--- src/rtl/roll_scheduler.sv ---
// rtl/roll_scheduler.sv - dice roll sequencer: decelerating LFSR steps, result latch, optional history ring (ROLL_HIST_EN)
module roll_scheduler #(
  parameter int BASE_INTERVAL   = 3125000,
  parameter int NUM_PHASES      = 5,
  parameter int STEPS_PER_PHASE = 16,
  parameter int HIST_DEPTH      = 4
) (
  input  logic                        i_clk,
  input  logic                        i_rst_n,
  input  logic                        i_start,
  input  logic                        i_recall,
  input  logic [3:0]                  i_lfsr_value,
  output logic                        o_step,
  output logic                        o_busy,
  output logic                        o_done,
  output logic [2:0]                  o_phase,
  output logic [3:0]                  o_value,
  output logic [$clog2(HIST_DEPTH):0] o_hist_cnt
);

  localparam int          MAX_IV = BASE_INTERVAL << (NUM_PHASES - 1);
  localparam int          CW     = ($clog2(MAX_IV) < 1) ? 1 : $clog2(MAX_IV);
  localparam int          SW     = $clog2(STEPS_PER_PHASE) + 1;
  localparam logic [31:0] BASE_U = 32'(BASE_INTERVAL);

  typedef enum logic [1:0] {IDLE, RUN, SETTLE, RECALL} state_t;

  state_t        state_q, state_d;
  logic [CW-1:0] iv_cnt_q, iv_cnt_d;
  logic [SW-1:0] step_cnt_q, step_cnt_d;
  logic [2:0]    phase_q, phase_d, phase_out_d;
  logic          last_q, last_d;
  logic [3:0]    result_q, result_d, value_d;
  logic          step_d, busy_d, done_d;
  logic [31:0]   iv_last;
  logic          iv_hit;

  assign iv_last = (BASE_U << phase_q) - 32'd1;
  assign iv_hit  = (32'(iv_cnt_q) == iv_last);

`ifdef ROLL_HIST_EN
  localparam int HW = $clog2(HIST_DEPTH);
  logic [3:0]    hist_q [HIST_DEPTH];
  logic [HW-1:0] wptr_q;
  logic [HW:0]   cnt_q, off_q, off_d;
  assign o_hist_cnt = cnt_q;
`else
  logic unused_recall;
  assign unused_recall = i_recall;
  assign o_hist_cnt    = '0;
`endif

  always_comb begin
    state_d     = state_q;
    iv_cnt_d    = iv_cnt_q;
    step_cnt_d  = step_cnt_q;
    phase_d     = phase_q;
    last_d      = last_q;
    result_d    = result_q;
    value_d     = o_value;
    step_d      = 1'b0;
    done_d      = 1'b0;
    phase_out_d = 3'd0;
`ifdef ROLL_HIST_EN
    off_d       = off_q;
`endif
    // start beats recall everywhere; SETTLE always runs to completion
    if (i_start && state_q != SETTLE) begin
      state_d    = RUN;
      iv_cnt_d   = '0;
      step_cnt_d = '0;
      phase_d    = '0;
      last_d     = 1'b0;
      value_d    = result_q;
    end else begin
      case (state_q)
        IDLE: begin
`ifdef ROLL_HIST_EN
          if (i_recall && cnt_q != '0) begin
            state_d = RECALL;
            off_d   = (HW+1)'(1);
            value_d = hist_q[wptr_q - HW'(1)];
          end
`endif
        end
        RUN: begin
`ifdef ROLL_HIST_EN
          if (i_recall) begin
            if (cnt_q != '0) begin
              state_d = RECALL;
              off_d   = (HW+1)'(1);
              value_d = hist_q[wptr_q - HW'(1)];
            end else begin
              state_d = IDLE;
            end
          end else
`endif
          // one extra RUN cycle after the final step lets the LFSR output settle
          if (last_q) begin
            state_d = SETTLE;
          end else begin
            phase_out_d = phase_q;
            if (iv_hit) begin
              step_d   = 1'b1;
              iv_cnt_d = '0;
              if (step_cnt_q == SW'(STEPS_PER_PHASE - 1)) begin
                step_cnt_d = '0;
                if (phase_q == 3'(NUM_PHASES - 1)) last_d = 1'b1;
                else phase_d = phase_q + 3'd1;
              end else begin
                step_cnt_d = step_cnt_q + SW'(1);
              end
            end else begin
              iv_cnt_d = iv_cnt_q + CW'(1);
            end
          end
        end
        SETTLE: begin
          result_d = i_lfsr_value;
          value_d  = i_lfsr_value;
          done_d   = 1'b1;
          last_d   = 1'b0;
          state_d  = IDLE;
        end
`ifdef ROLL_HIST_EN
        RECALL: begin
          if (i_recall) begin
            off_d   = (off_q == cnt_q) ? (HW+1)'(1) : off_q + (HW+1)'(1);
            value_d = hist_q[wptr_q - off_d[HW-1:0]];
          end
        end
`endif
        default: state_d = IDLE;
      endcase
    end
    busy_d = (state_d == RUN) || (state_d == SETTLE);
  end

  always_ff @(posedge i_clk or negedge i_rst_n) begin
    if (!i_rst_n) begin
      state_q    <= IDLE;
      iv_cnt_q   <= '0;
      step_cnt_q <= '0;
      phase_q    <= '0;
      last_q     <= 1'b0;
      result_q   <= '0;
      o_step     <= 1'b0;
      o_busy     <= 1'b0;
      o_done     <= 1'b0;
      o_phase    <= '0;
      o_value    <= '0;
    end else begin
      state_q    <= state_d;
      iv_cnt_q   <= iv_cnt_d;
      step_cnt_q <= step_cnt_d;
      phase_q    <= phase_d;
      last_q     <= last_d;
      result_q   <= result_d;
      o_step     <= step_d;
      o_busy     <= busy_d;
      o_done     <= done_d;
      o_phase    <= phase_out_d;
      o_value    <= value_d;
    end
  end

`ifdef ROLL_HIST_EN
  always_ff @(posedge i_clk or negedge i_rst_n) begin
    if (!i_rst_n) begin
      for (int i = 0; i < HIST_DEPTH; i++) hist_q[i] <= '0;
      wptr_q <= '0;
      cnt_q  <= '0;
      off_q  <= '0;
    end else begin
      off_q <= off_d;
      if (state_q == SETTLE) begin
        hist_q[wptr_q] <= i_lfsr_value;
        wptr_q         <= wptr_q + HW'(1);
        if (cnt_q != (HW+1)'(HIST_DEPTH)) cnt_q <= cnt_q + (HW+1)'(1);
      end
    end
  end
`endif

endmodule
--- config.mk ---
export PLATFORM = sky130hd
export DESIGN_NAME = roll_scheduler
export DESIGN_NICKNAME = d
export VERILOG_FILES = /design/src/rtl/roll_scheduler.sv
export SDC_FILE = /design/constraint.sdc
export NUM_CORES = 1
export LEC_CHECK = 0
export ABC_AREA = 1
export BUFFER_PORTS_ARGS = -buffer_cell sky130_fd_sc_hd__buf_4
export CAP_MARGIN = 0
export CORE_ASPECT_RATIO = 0.9
export CORE_MARGIN = 4
export CORE_UTILIZATION = 55
export DETAILED_ROUTE_END_ITERATION = 8
export HOLD_SLACK_MARGIN = 0.12
export PLACE_DENSITY_LB_ADDON = 0.1
export SLEW_MARGIN = 5
export SYNTH_ARGS = -nofsm -noshare
export SYNTH_HDL_FRONTEND = slang
export SYNTH_SLANG_ARGS = --single-unit
--- constraint.sdc ---
create_clock -name i_clk -period 2.91 [get_ports i_clk]
set_clock_uncertainty 0.15 [all_clocks]
set_input_delay 0.582 -clock i_clk [delete_from_list [all_inputs] [get_ports i_clk]]
set_output_delay 0.582 -clock i_clk [all_outputs]
set_load 0.05 [all_outputs]
==> run metrics <==
DP HPWL 7200 microns; gr ovfl total 0; crit path DAT 2.87 ns; drt pass-1 iters 5; full die area 8130 sq um; slew margin rel. 56.4%; Crit path top cell by count nand2_1; first-pass GRT wire length 15900 microns; clock root buffer clkbuf_8; Final Wtd Congestion 0.927; largest net degree at the start of global routing 52; final setup vio count 0; Setup CP Type flip-flop to flip-flop; Max Fclk 0.357 GHz; crit path max fanout 11; core area 6590 sq um; Inserted Clock Buffers 5; Mapped Area 3710 sq um; Critical Path RT 2.98 ns; Ports 21; I/O Buffers 16; Max H-tree Level 2; Cell Pwr Density 468 nW/um^2; post-synthesis cell count 527; Syn Area/Cell 7.05 sq um; GR peak layer met2; most frequent cells in the layout 146 x nand2_1, 53 x nor2_1, 52 x inv_1; CP max-delay cell dfrtp_2; vias in the first global route 3237; hold buffer count at cts 0; final WL 9950 microns; post-route minimum period 2.80 ns; share of layout cells above drive strength 1 18.1%; n_diodes 0; Yosys cell types 38; Clock Sinks 51; ANT nets after route 0; Final Util 66.5%; die height 86.0 microns; Site Rows 28; met3 usage 3.86%; initial antenna violation count 0; DRC violations left 0; CTS tree yes; clk buf depth 2; WP buf/inv 4; static leakage power 2.02 nW; 1st-iter DRT viols 226; CP Launch Type flip-flop; CP Cell Sequence inv_1, buf_4, ha_1, nand2_1, inv_1, nor2_4, nand2_1, nor2_4, nand3_1, nand2_1, inv_1, nor2_2, nand3_2, nor2_4, nand2_4, nand2_8, nand2_4, nand2_1, o21ai_2; DIE WIDTH 94.6 microns; Final Cycle Share 96.2%; sequential element share of the synthesized area 34.4%; Skew-Pair Late Insertion Delay 0.32 ns; Final nets 584; yosys warns 0; Final Hold Viols 0; GRT Total Usage 25.2%; Largest stage delay, worst path 0.43 ns; most common cell after layout, fill and taps aside nand2_1; max-cap viol count 0; Worst Setup End Kind flip-flop; WHS 0.135 ns; run status completed; Reg clk slew, reported paths 0.10 ns; vias per std cell 5.38; total number of vias 3513; P&R area growth vs syn 18.0%; WL/cell 15.2 microns; GR Util met1 37.2%; crit-path leading delay family simple AND/OR/NAND/NOR gates; #FFs+latches synth 51; Slew @ Worst Pin 0.654 ns; met2 Use GR 38.3%; Worst Hold Class primary input to asynchronous set/reset pin; Max VDD drop 0.256 mV; Initial Utilization 56.4%; Max Slew Vio Count 0
-- area by class of cell --
class                      instances  area (sq um)
clock buffer                       6          72.6
timing repair buffer              41           372
inverter                          56           215
fill                             602          2200
sequential                        51          1280
clock inverter                     2          38.8
multi-input combinational        407          2290
tap                               90           113
-- timing repair --
action,4_1_cts,5_1_grt
cloned,0,3
pin swaps,0,10
resized for setup,4,41
setup buffers,0,4
setup endpoints to repair,16,35
-- kinds of logic (layout without fill, tap and decap cells) --
| kind of cell | count (synthesis) | count (layout) | share of synthesized area, % |
|---|---|---|---|
| adder cells (fa/ha/maj) | 14 | 14 | 4.72 |
| AO/OA/AOI/OAI | 58 | 58 | 9.57 |
| XOR/XNOR | 35 | 35 | 8.25 |
| flip-flops | 51 | 51 | 34.4 |
| AND/OR/NAND/NOR | 296 | 297 | 34.3 |
| other | 1 | 3 | 0.101 |
| buffers and inverters | 72 | 105 | 8.72 |
-- stage by stage --
stage / instance area (sq um) / setup WS (ns) / instances / setup TNS (ns) / total power [mW]
detailed placement: 4010 / -0.0924 / 638 / -0.554 / 1.43
finish: 4380 / 0.111 / 653 / 0 / 2.05
CTS: 4140 / 0.0169 / 646 / 0 / 1.95
global placement: 4010 / -0.0505 / 638 / -0.275 / 1.42
floorplan: 3720 / 0.0681 / 529 / 0 / 1.23
global route: 4380 / -0.0950 / 653 / -1.28 / 2.17
-- worst paths after layout --
check | from | cells past startpoint | end | slack, ns
max in group asynchronous | i_rst_n | 1 | phase_q[0]$_DFFE_PN0P_ | 1.99
min in group i_clk | i_lfsr_value[2] | 3 | result_q[2]$_DFFE_PN0P_ | 0.32
min | i_rst_n | 1 | iv_cnt_q[25]$_DFFE_PN0P_ | 0.13
max reg2reg | phase_q[0]$_DFFE_PN0P_ | 19 | step_cnt_q[4]$_DFFE_PN0P_ | 0.11
min reg2reg | result_q[0]$_DFFE_PN0P_ | 2 | result_q[0]$_DFFE_PN0P_ | 0.34
max | phase_q[0]$_DFFE_PN0P_ | 19 | step_cnt_q[4]$_DFFE_PN0P_ | 0.11
-- flip-flops by register name, indices dropped and copies added (netlist names) --
name	flops
iv_cnt_q	26
last_q	1
o_busy	1
o_done	1
o_phase	3
o_step	1
o_value	4
phase_q	3
result_q	4
state_q	2
step_cnt_q	5
-- routing by layer --
metal / share of wire (%) / up-vias
li1: - / 1744
met1: 47 / 1635
met2: 46 / 118
met3: 5.9 / 16
met4: 1.8 / 0
met5: 0 / -
-- synth_stat cells --
cell	n	share of area, %
dfrtp_1	51	34
clkbuf_1	6	0.61
o21ai_0	13	1.8
buf_2	3	0.40
conb_1	1	0.10
nor2_2	3	0.51
nand2_1	151	15
nor2_1	66	6.7
nand2_2	6	1.0
nand2_4	2	0.61
or2_2	1	0.17
clkinv_1	1	0.10
a31oi_1	5	0.84
xor2_1	29	6.8
nor4_1	2	0.34
o21ai_2	6	1.4
nand3_1	33	4.4
a21oi_4	1	0.44
buf_6	3	0.91
buf_8	1	0.40
inv_6	1	0.24
nand3b_1	5	1.0
o21bai_1	1	0.20
xnor2_1	6	1.4
a21o_1	2	0.40
a21oi_1	19	2.6
nor2_4	1	0.30
a22oi_1	1	0.20
buf_4	3	0.61
o211ai_1	1	0.20
nor3_1	12	1.6
a211oi_1	2	0.40
nand4_1	13	2.2
ha_1	14	4.7
o21ai_1	1	0.13
o22ai_1	6	1.0
and3_1	1	0.17
inv_1	54	5.5
-- where the power goes --
part | total (mW) | leakage, nW | internal (mW) | switching [mW]
clock | 0.518 | 0.0558 | 0.260 | 0.258
combinational | 0.787 | 1.31 | 0.301 | 0.487
sequential | 0.744 | 0.651 | 0.727 | 0.0167
total | 2.05 | 2.02 | 1.29 | 0.761
(Power assumes the default switching activity.)
